$ cat src/rtl/qam_pkg.sv
// Shared constants and the per-axis Gray helper for the 64-QAM symbol reader.
// The QAM_GRAY_EN macro selects Gray-coded symbol output in qam_gray_map.
package qam_pkg;

    localparam int DATA_W = 8;
    localparam int SYM_W  = 6;
    localparam int AXIS_W = 3;
    localparam int BUF_W  = DATA_W + SYM_W - 1;
    localparam int CNT_W  = 4;

    function automatic logic [AXIS_W-1:0] bin2gray(input logic [AXIS_W-1:0] b);
        return b ^ (b >> 1);
    endfunction

endpackage

$ cat src/rtl/qam_gray_map.sv
// Per-axis symbol mapper: Gray-codes I and Q when QAM_GRAY_EN is defined,
// otherwise passes the natural-binary symbol straight through.
module qam_gray_map
    import qam_pkg::*;
(
    input  logic [SYM_W-1:0] i_sym,
    output logic [SYM_W-1:0] o_sym
);

`ifdef QAM_GRAY_EN
    assign o_sym = {bin2gray(i_sym[SYM_W-1 -: AXIS_W]), bin2gray(i_sym[AXIS_W-1:0])};
`else
    assign o_sym = i_sym;
`endif

endmodule

$ cat src/rtl/fifo_qam_symbol_reader.sv
// Pops bytes from the CDC FIFO read port and repacks them MSB-first into 6-bit
// 64-QAM symbols ({I,Q}) on a valid/ready port. Gray output under QAM_GRAY_EN.
module fifo_qam_symbol_reader #(
    parameter int DATA_W = 8,
    parameter int SYM_W  = 6
) (
    input  logic              read_clk,
    input  logic              read_rst,
    input  logic              empty,
    output logic              read_enable,
    input  logic [DATA_W-1:0] fifo_data,
    output logic [SYM_W-1:0]  symbol,
    output logic              symbol_valid,
    input  logic              symbol_ready
);
    import qam_pkg::*;

    if (DATA_W != qam_pkg::DATA_W) begin : g_bad_data_w
        $error("fifo_qam_symbol_reader: DATA_W must be 8");
    end
    if ((SYM_W % 2) != 0 || SYM_W > DATA_W || SYM_W != qam_pkg::SYM_W) begin : g_bad_sym_w
        $error("fifo_qam_symbol_reader: SYM_W must be 6 (even, <= DATA_W)");
    end

    localparam logic [CNT_W-1:0] SYM_CNT  = CNT_W'(SYM_W);
    localparam logic [CNT_W-1:0] BYTE_CNT = CNT_W'(DATA_W);
    localparam logic [CNT_W-1:0] REQ_MAX  = CNT_W'(SYM_W - 1);

    logic [BUF_W-1:0] r_bitbuf;
    logic [CNT_W-1:0] r_count;
    logic             r_pending;

    logic             w_valid;
    logic             w_fire;
    logic [CNT_W-1:0] w_eff;
    logic [CNT_W-1:0] w_shift;
    logic [BUF_W-1:0] w_aligned;
    logic [SYM_W-1:0] w_raw;
    logic [SYM_W-1:0] w_mapped;

    assign w_valid = (r_count >= SYM_CNT);
    assign w_fire  = w_valid & symbol_ready;
    assign w_eff   = r_count - (w_fire ? SYM_CNT : '0);

    // Requesting only when the post-fire fill is below one symbol bounds the
    // buffer at 5 + 8 = 13 bits and keeps a single read outstanding.
    assign read_enable = !empty && !r_pending && !read_rst && (w_eff <= REQ_MAX);

    // Oldest bit sits at r_count-1; shifting by r_count-6 lands the symbol at [5:0].
    assign w_shift   = r_count - SYM_CNT;
    assign w_aligned = r_bitbuf >> w_shift;
    assign w_raw     = w_aligned[SYM_W-1:0];

    qam_gray_map u_gray_map (
        .i_sym (w_raw),
        .o_sym (w_mapped)
    );

    assign symbol_valid = w_valid;
    assign symbol       = w_valid ? w_mapped : '0;

    always_ff @(posedge read_clk) begin
        // NOTE: reset wins over a pending capture, so a byte already popped from
        // the FIFO is dropped on purpose rather than landing in a fresh buffer.
        if (read_rst) begin
            r_bitbuf  <= '0;
            r_count   <= '0;
            r_pending <= 1'b0;
        end else begin
            r_pending <= read_enable;
            if (r_pending) begin
                r_bitbuf <= {r_bitbuf[BUF_W-DATA_W-1:0], fifo_data};
                r_count  <= w_eff + BYTE_CNT;
            end else begin
                r_count  <= w_eff;
            end
        end
    end

endmodule

$ cat config.mk
export PLATFORM = sky130hd
export DESIGN_NAME = fifo_qam_symbol_reader
export DESIGN_NICKNAME = d
export VERILOG_FILES = /design/src/rtl/qam_pkg.sv /design/src/rtl/qam_gray_map.sv /design/src/rtl/fifo_qam_symbol_reader.sv
export SDC_FILE = /design/constraint.sdc
export NUM_CORES = 1
export LEC_CHECK = 0
export ABC_AREA = 1
export CAP_MARGIN = 20
export CORE_ASPECT_RATIO = 1.2
export CORE_UTILIZATION = 47
export CTS_BUF_LIST = sky130_fd_sc_hd__clkbuf_4
export CTS_CLUSTER_SIZE = 28
export DETAILED_ROUTE_END_ITERATION = 10
export GPL_ROUTABILITY_DRIVEN = 0
export GPL_TIMING_DRIVEN = 0
export PLACE_DENSITY = 0.86
export REMOVE_ABC_BUFFERS = 1
export SETUP_SLACK_MARGIN = 0.02
export SYNTH_ARGS = -nofsm -noshare
export SYNTH_HDL_FRONTEND = slang
export SYNTH_SLANG_ARGS = --single-unit
$ cat constraint.sdc
create_clock -name read_clk -period 2.4 [get_ports read_clk]
set_clock_uncertainty 0.2 [all_clocks]
set_input_delay 0.24 -clock read_clk [delete_from_list [all_inputs] [get_ports read_clk]]
set_output_delay 0.24 -clock read_clk [all_outputs]
set_load 0.05 [all_outputs]
Word-level counts from Yosys, hierarchy flattened

Cells that the tools add are included.

Order comparisons: 2
Shifts and indexed selects: 1
Reductions and logical operators: 6
Add/subtract/negate cells: 3
Bitwise logic cells: 1
Mux-type cells: 3

Operator list:

| operator                                                       | number |
|---|---|
| right shift 13 x 4 -> 6 bit                                    | 1 |
| 2-to-1 mux 6 bit                                               | 1 |
| adder 4 bit, second input constant                             | 1 |
| >= comparator 4 x 3 -> 1 bit, second input constant            | 1 |
| less-or-equal comparator 4 x 3 -> 1 bit, second input constant | 1 |
| 2-to-1 mux 4 bit                                               | 1 |
| subtractor 4 x 3 -> 4 bit                                      | 1 |
| subtractor 4 x 3 -> 4 bit, second input constant               | 1 |
| logical AND 1 bit                                              | 3 |
| zero test 1 bit                                                | 3 |
| 2-to-1 mux 3 bit                                               | 1 |
| AND 1 bit                                                      | 1 |

Input bits: 12
Bits in registers: 18
Output and inout bits: 8
Word-level logic and storage cells: 19

Longest topological paths before layout

Depth after elaboration: 6
Depth in mapped cells: 12
Mapped depth without buffers: 12

By module

A second synthesis with hierarchy kept.

Cells, all modules: 166
Area, all modules: 1062.3 um2

Modules (own cells, without submodules):

| module                 | seq. area each (um2) | area each (um2) | cells an instance | times used |
|---|---|---|---|---|
| fifo_qam_symbol_reader | 340.3                | 1017.2          | 160               | 1 |
| qam_gray_map           | 0.0                  | 45.0            | 6                 | 1 |

Worst setup path before layout

Ideal clock, no wire load.

Kind: register to output
Start point: register r_count[2]
End point: output port read_enable
Setup slack: -1111 ps
Cell stages (with the launch flop): 13
Arrival time: 3071 ps
Data required time: 1960 ps
Path buffers: 0
Cells stage by stage: dfxtp_1 ha_1 ha_1 nor2_1 nand2_2 nand2_1 inv_1 ha_1 inv_1 fa_1 inv_1 o211ai_1 nor3_1

Word-level cells in the longest chain between the ends: 6

Ends and longest elaborated chain:

| what                                    | RTL line                     | text |
|---|---|---|
| start: declaration                      | fifo_qam_symbol_reader.sv:30 | `logic [CNT_W-1:0] r_count;` |
| start signal: assignment                | fifo_qam_symbol_reader.sv:73 | `r_count <= w_eff + BYTE_CNT;` |
| start signal: assignment                | fifo_qam_symbol_reader.sv:75 | `r_count <= w_eff;` |
| >= comparator 4 x 3 -> 1 bit            | fifo_qam_symbol_reader.sv:41 | `assign w_valid = (r_count >= SYM_CNT);` |
| via symbol_valid                        | fifo_qam_symbol_reader.sv:13 | `output logic symbol_valid,` |
| AND 1 bit                               | fifo_qam_symbol_reader.sv:42 | `assign w_fire = w_valid & symbol_ready;` |
| 2-to-1 mux 3 bit                        | fifo_qam_symbol_reader.sv:43 | `assign w_eff = r_count - (w_fire ? SYM_CNT : '0);` |
| subtractor 4 x 3 -> 4 bit               | fifo_qam_symbol_reader.sv:43 |  |
| via w_eff[2]                            | fifo_qam_symbol_reader.sv:35 | `logic [CNT_W-1:0] w_eff;` |
| less-or-equal comparator 4 x 3 -> 1 bit | fifo_qam_symbol_reader.sv:47 | `assign read_enable = !empty && !r_pending && !read_rst && (w_eff <= REQ_MAX);` |
| logical AND 1 bit                       | fifo_qam_symbol_reader.sv:47 |  |
| end: declaration                        | fifo_qam_symbol_reader.sv:10 | `output logic read_enable,` |

The timed path passes the listed nets, and every way through them passes these cells.

Worst setup path in the final report

Start point: register r_count[2]
End point: output port read_enable

Word-level cells in the longest chain between the ends: 6

Ends and longest elaborated chain:

| what                                      | RTL line |
|---|---|
| >= comparator 4 x 3 -> 1 bit              | fifo_qam_symbol_reader.sv:41 |
| AND 1 bit                                 | fifo_qam_symbol_reader.sv:42 |
| 2-to-1 mux 3 bit                          | fifo_qam_symbol_reader.sv:43 |
| subtractor 4 x 3 -> 4 bit *               | fifo_qam_symbol_reader.sv:43 |
| via w_eff[2]                              | fifo_qam_symbol_reader.sv:35 |
| less-or-equal comparator 4 x 3 -> 1 bit * | fifo_qam_symbol_reader.sv:47 |
| logical AND 1 bit *                       | fifo_qam_symbol_reader.sv:47 |

The timed path passes the listed nets; every way through them passes the cells marked *.

==> impl_results.md <==
* Yosys warning count at 0
* Register bit total from synthesis at 17
* Tightest Pin Transition at 0.4865 ns
* DP Worst Slack at -1.336 ns
* WHS Path Cells at 2
* Post-synthesis sequential area ratio at about a third
* Port Buf Inserts at 19
* Peak VDD IR at roughly 0.8 mV
* Crit path max-delay family: adder cells
* Syn_area_per_cell at between 6 and 7 um^2
* # diodes at 0
* Initial Util at approximately half
* Cell Pwr Density at ~1200 nW/um^2
* R2R setup slack at -0.13 ns
* Dpl hpwl at 1555 um
* Met3 wire len at roughly 190 um
* Vias per cell at about 5.2
* Die W at 44.37 um
* CP Buf/Inv Count at 4
* Clock latency on the worst-skew pair at just under 0.3 ns
* CTS HTree Levels at 1
* CP Cell Sequence: ha_4 > ha_4 > nor2_4 > nand2_2 > nand2_2 > inv_2 > ha_4 > inv_2 > fa_1 > inv_2 > o211ai_1 > nor3_1 > buf_4
* Critical Path AT at between 2 and 2.5 ns
* Final period util at 120.6%
* Total clock sinks at 17
* Worst-path clk slew at about 0.09 ns
* RR Startpoint: r_count[2]$_SDFF_PP0_
* Fin nets at about 200
* Violated checks: setup timing
* Vias post-DR at about 1100
* R2r endpoint: r_count[2]$_SDFF_PP0_
* Layout cell share with drive strength beyond 1 at between 20% and 30%
* WL met2 at ~1300 um
* GRT Overall Usage at 23.24%
* Synthesized cell area at just over 1000 um^2
* Setup crit end: read_enable
* Netlist cell types at 20
* Worst hold slack at approximately 0.31 ns
* I/O pins at 20
* Largest net degree at the start of global routing at 17
* Max Slew Vio Count at 0
* Max Freq at ~0.35 GHz
* Final ANT Viol Nets at 0
* Core Region at ~2000 um^2
* Total gr overflow at 0
* Fin crit period at 2.895 ns
* First-pass GRT wire length at ~4100 um
* Pre-antenna DRT Iters at 4
* Iter 0 DRT Violations at 45
* Setup Viol. Count Final at 2
* Status: finished with violations
* Dpl cell area at 1180 um^2
* Setup tns final at -0.6206 ns
* Metal1 wirelength at about 1000 um
* Slowest CP cell: fa_1
* PnR worst setup slack at -0.4947 ns
* Req. time, crit path at just under 2 ns
* CTS tree: built
* Finished Cell Area at approximately 1300 um^2
* Critical Path Source Type: register
* Routed len/inst at between 10 and 15 um
* Largest stage delay on the critical path at roughly 0.42 ns
* Worst path depth at 13
* Final Hold Fails at 0
* Initial antenna violation count at 0
* MaxCap Viol Count at 0
* Hold WC Path Type: in -> reg
* # DRC at 0
* Vias in the first global route at 930
* Leading post-synthesis cells by cell area: dfxtp_1, nand2_1, nor2_1
* Area grow syn2layout at 29.91%
* Slew headroom at between 60% and 70%
* Reg2Reg Depth at 16
* Total Die Area at between 2000 and 2500 um^2
* Post-layout power at about 1.6 mW
* Leakage at 0.5886 nW
* Die H at between 50 and 60 um
* Post-Syn Instances at ~150
* Area leader, netlist: dfxtp_1
* Worst setup EP type: output pin
* Top Layer Used: met4
* CP max FO at 2
* Unrepaired setup endpoints after global routing: true
* Inserted Clock Buffers at 3
* CTS Root Cell: clkbuf_4
* Critical path launch point: r_count[2]$_SDFF_PP0_
* Final Routed Wirelength at between 2000 and 3000 um
* Top cell type's share of synthesized area at 33.62%
* Row count at 18
* Clock buffer depth at 2
* Kind of critical path: reg -> out
-- cells by family (layout without fill, tap and decap cells) --
kind of cell	after synthesis	count (layout)	synth area share (%)
buffers and inverters	21	47	11.37
DFF	17	17	33.62
AOI/OAI and AO/OA	26	26	13.84
adders and majority gates	4	4	5.687
and+or+nand+nor	85	85	34.61
xor gates and xnor gates	1	1	0.8654
-- per-stage QoR --
| step | instances | util, % |
|---|---|---|
| floorplan | 147 | - |
| global placement | 196 | 57.57 |
| detailed placement | 196 | 57.57 |
| CTS | 208 | 64.29 |
| global route | 210 | 64.16 |
| finish | 210 | 64.16 |
-- per-layer routing --
metal	vias up	GRT usage [%]
met5	-	0
met4	0	12.12
met3	2	3.103
met2	46	37.50
met1	499	29.62
li1	544	-
-- state kept, by name, summed over array words and instances, names as in the netlist --
name and cells:
r_count 3, r_pending 1, r_bitbuf 13
-- synthesized netlist by cell type, drive strengths merged --
cell / n
a21oi: 11
nand4: 1
nand2: 44
nor2: 24
nand3: 13
inv: 14
o211ai: 1
dfxtp: 17
fa: 1
and2: 1
nor3: 2
ha: 3
buf: 7
o21ai: 14
xnor2: 1
-- how the worst min path moves through the flow --
stage	end	slack, ns	startpoint
3_3_place_gp	r_bitbuf[0]$_SDFFE_PP0P_	0.28	r_bitbuf[0]$_SDFFE_PP0P_
4_1_cts	r_bitbuf[0]$_SDFFE_PP0P_	0.31	r_bitbuf[0]$_SDFFE_PP0P_
6_report	r_count[1]$_SDFF_PP0_	0.31	read_rst
3_5_place_dp	r_bitbuf[8]$_SDFFE_PP0P_	0.29	r_bitbuf[0]$_SDFFE_PP0P_
2_1_floorplan	r_count[1]$_SDFF_PP0_	0.11	read_rst
5_1_grt	r_pending$_SDFF_PP0_	0.32	empty
-- area by class of cell --
class,count,area (um^2)
clock inverter,1,5.005
clock buffer,3,22.52
sequential,17,349.1
tap,30,37.54
inverter,14,55.05
timing repair buffer,29,241.5
multi-input combinational,116,604.3
fill,166,734.5
-- what timing repair did --
action	4_1_cts	5_1_grt
endpoints found under the setup margin	11	8
gates resized for setup	35	11
setup buffers	11	2
pin swaps	8	6
hold endpoints to repair	0	0
hold buffers	0	0
-- cell usage in the layout (no fill, tap or decap), drive strengths merged --
cell type / Yosys / routed
o211ai: 1 / 1
dfxtp: 17 / 17
buf: 7 / 12
nand4: 1 / 1
clkinv: 0 / 1
fa: 1 / 1
o21ai: 14 / 14
ha: 3 / 3
dlygate4sd2: 0 / 1
a21oi: 11 / 11
clkdlybuf4s50: 0 / 11
xnor2: 1 / 1
inv: 14 / 14
nor2: 24 / 24
nand3: 13 / 13
nand2: 44 / 44
clkdlybuf4s15: 0 / 1
clkbuf: 0 / 7
and2: 1 / 1
nor3: 2 / 2
-- where the power goes --
part | internal [mW] | switching [mW]
combinational | 0.419 | 0.602
sequential | 0.376 | 0.0939
clock | 0.0619 | 0.0882
total | 0.857 | 0.784
Note: power is estimated with default switching activity, not from simulation.
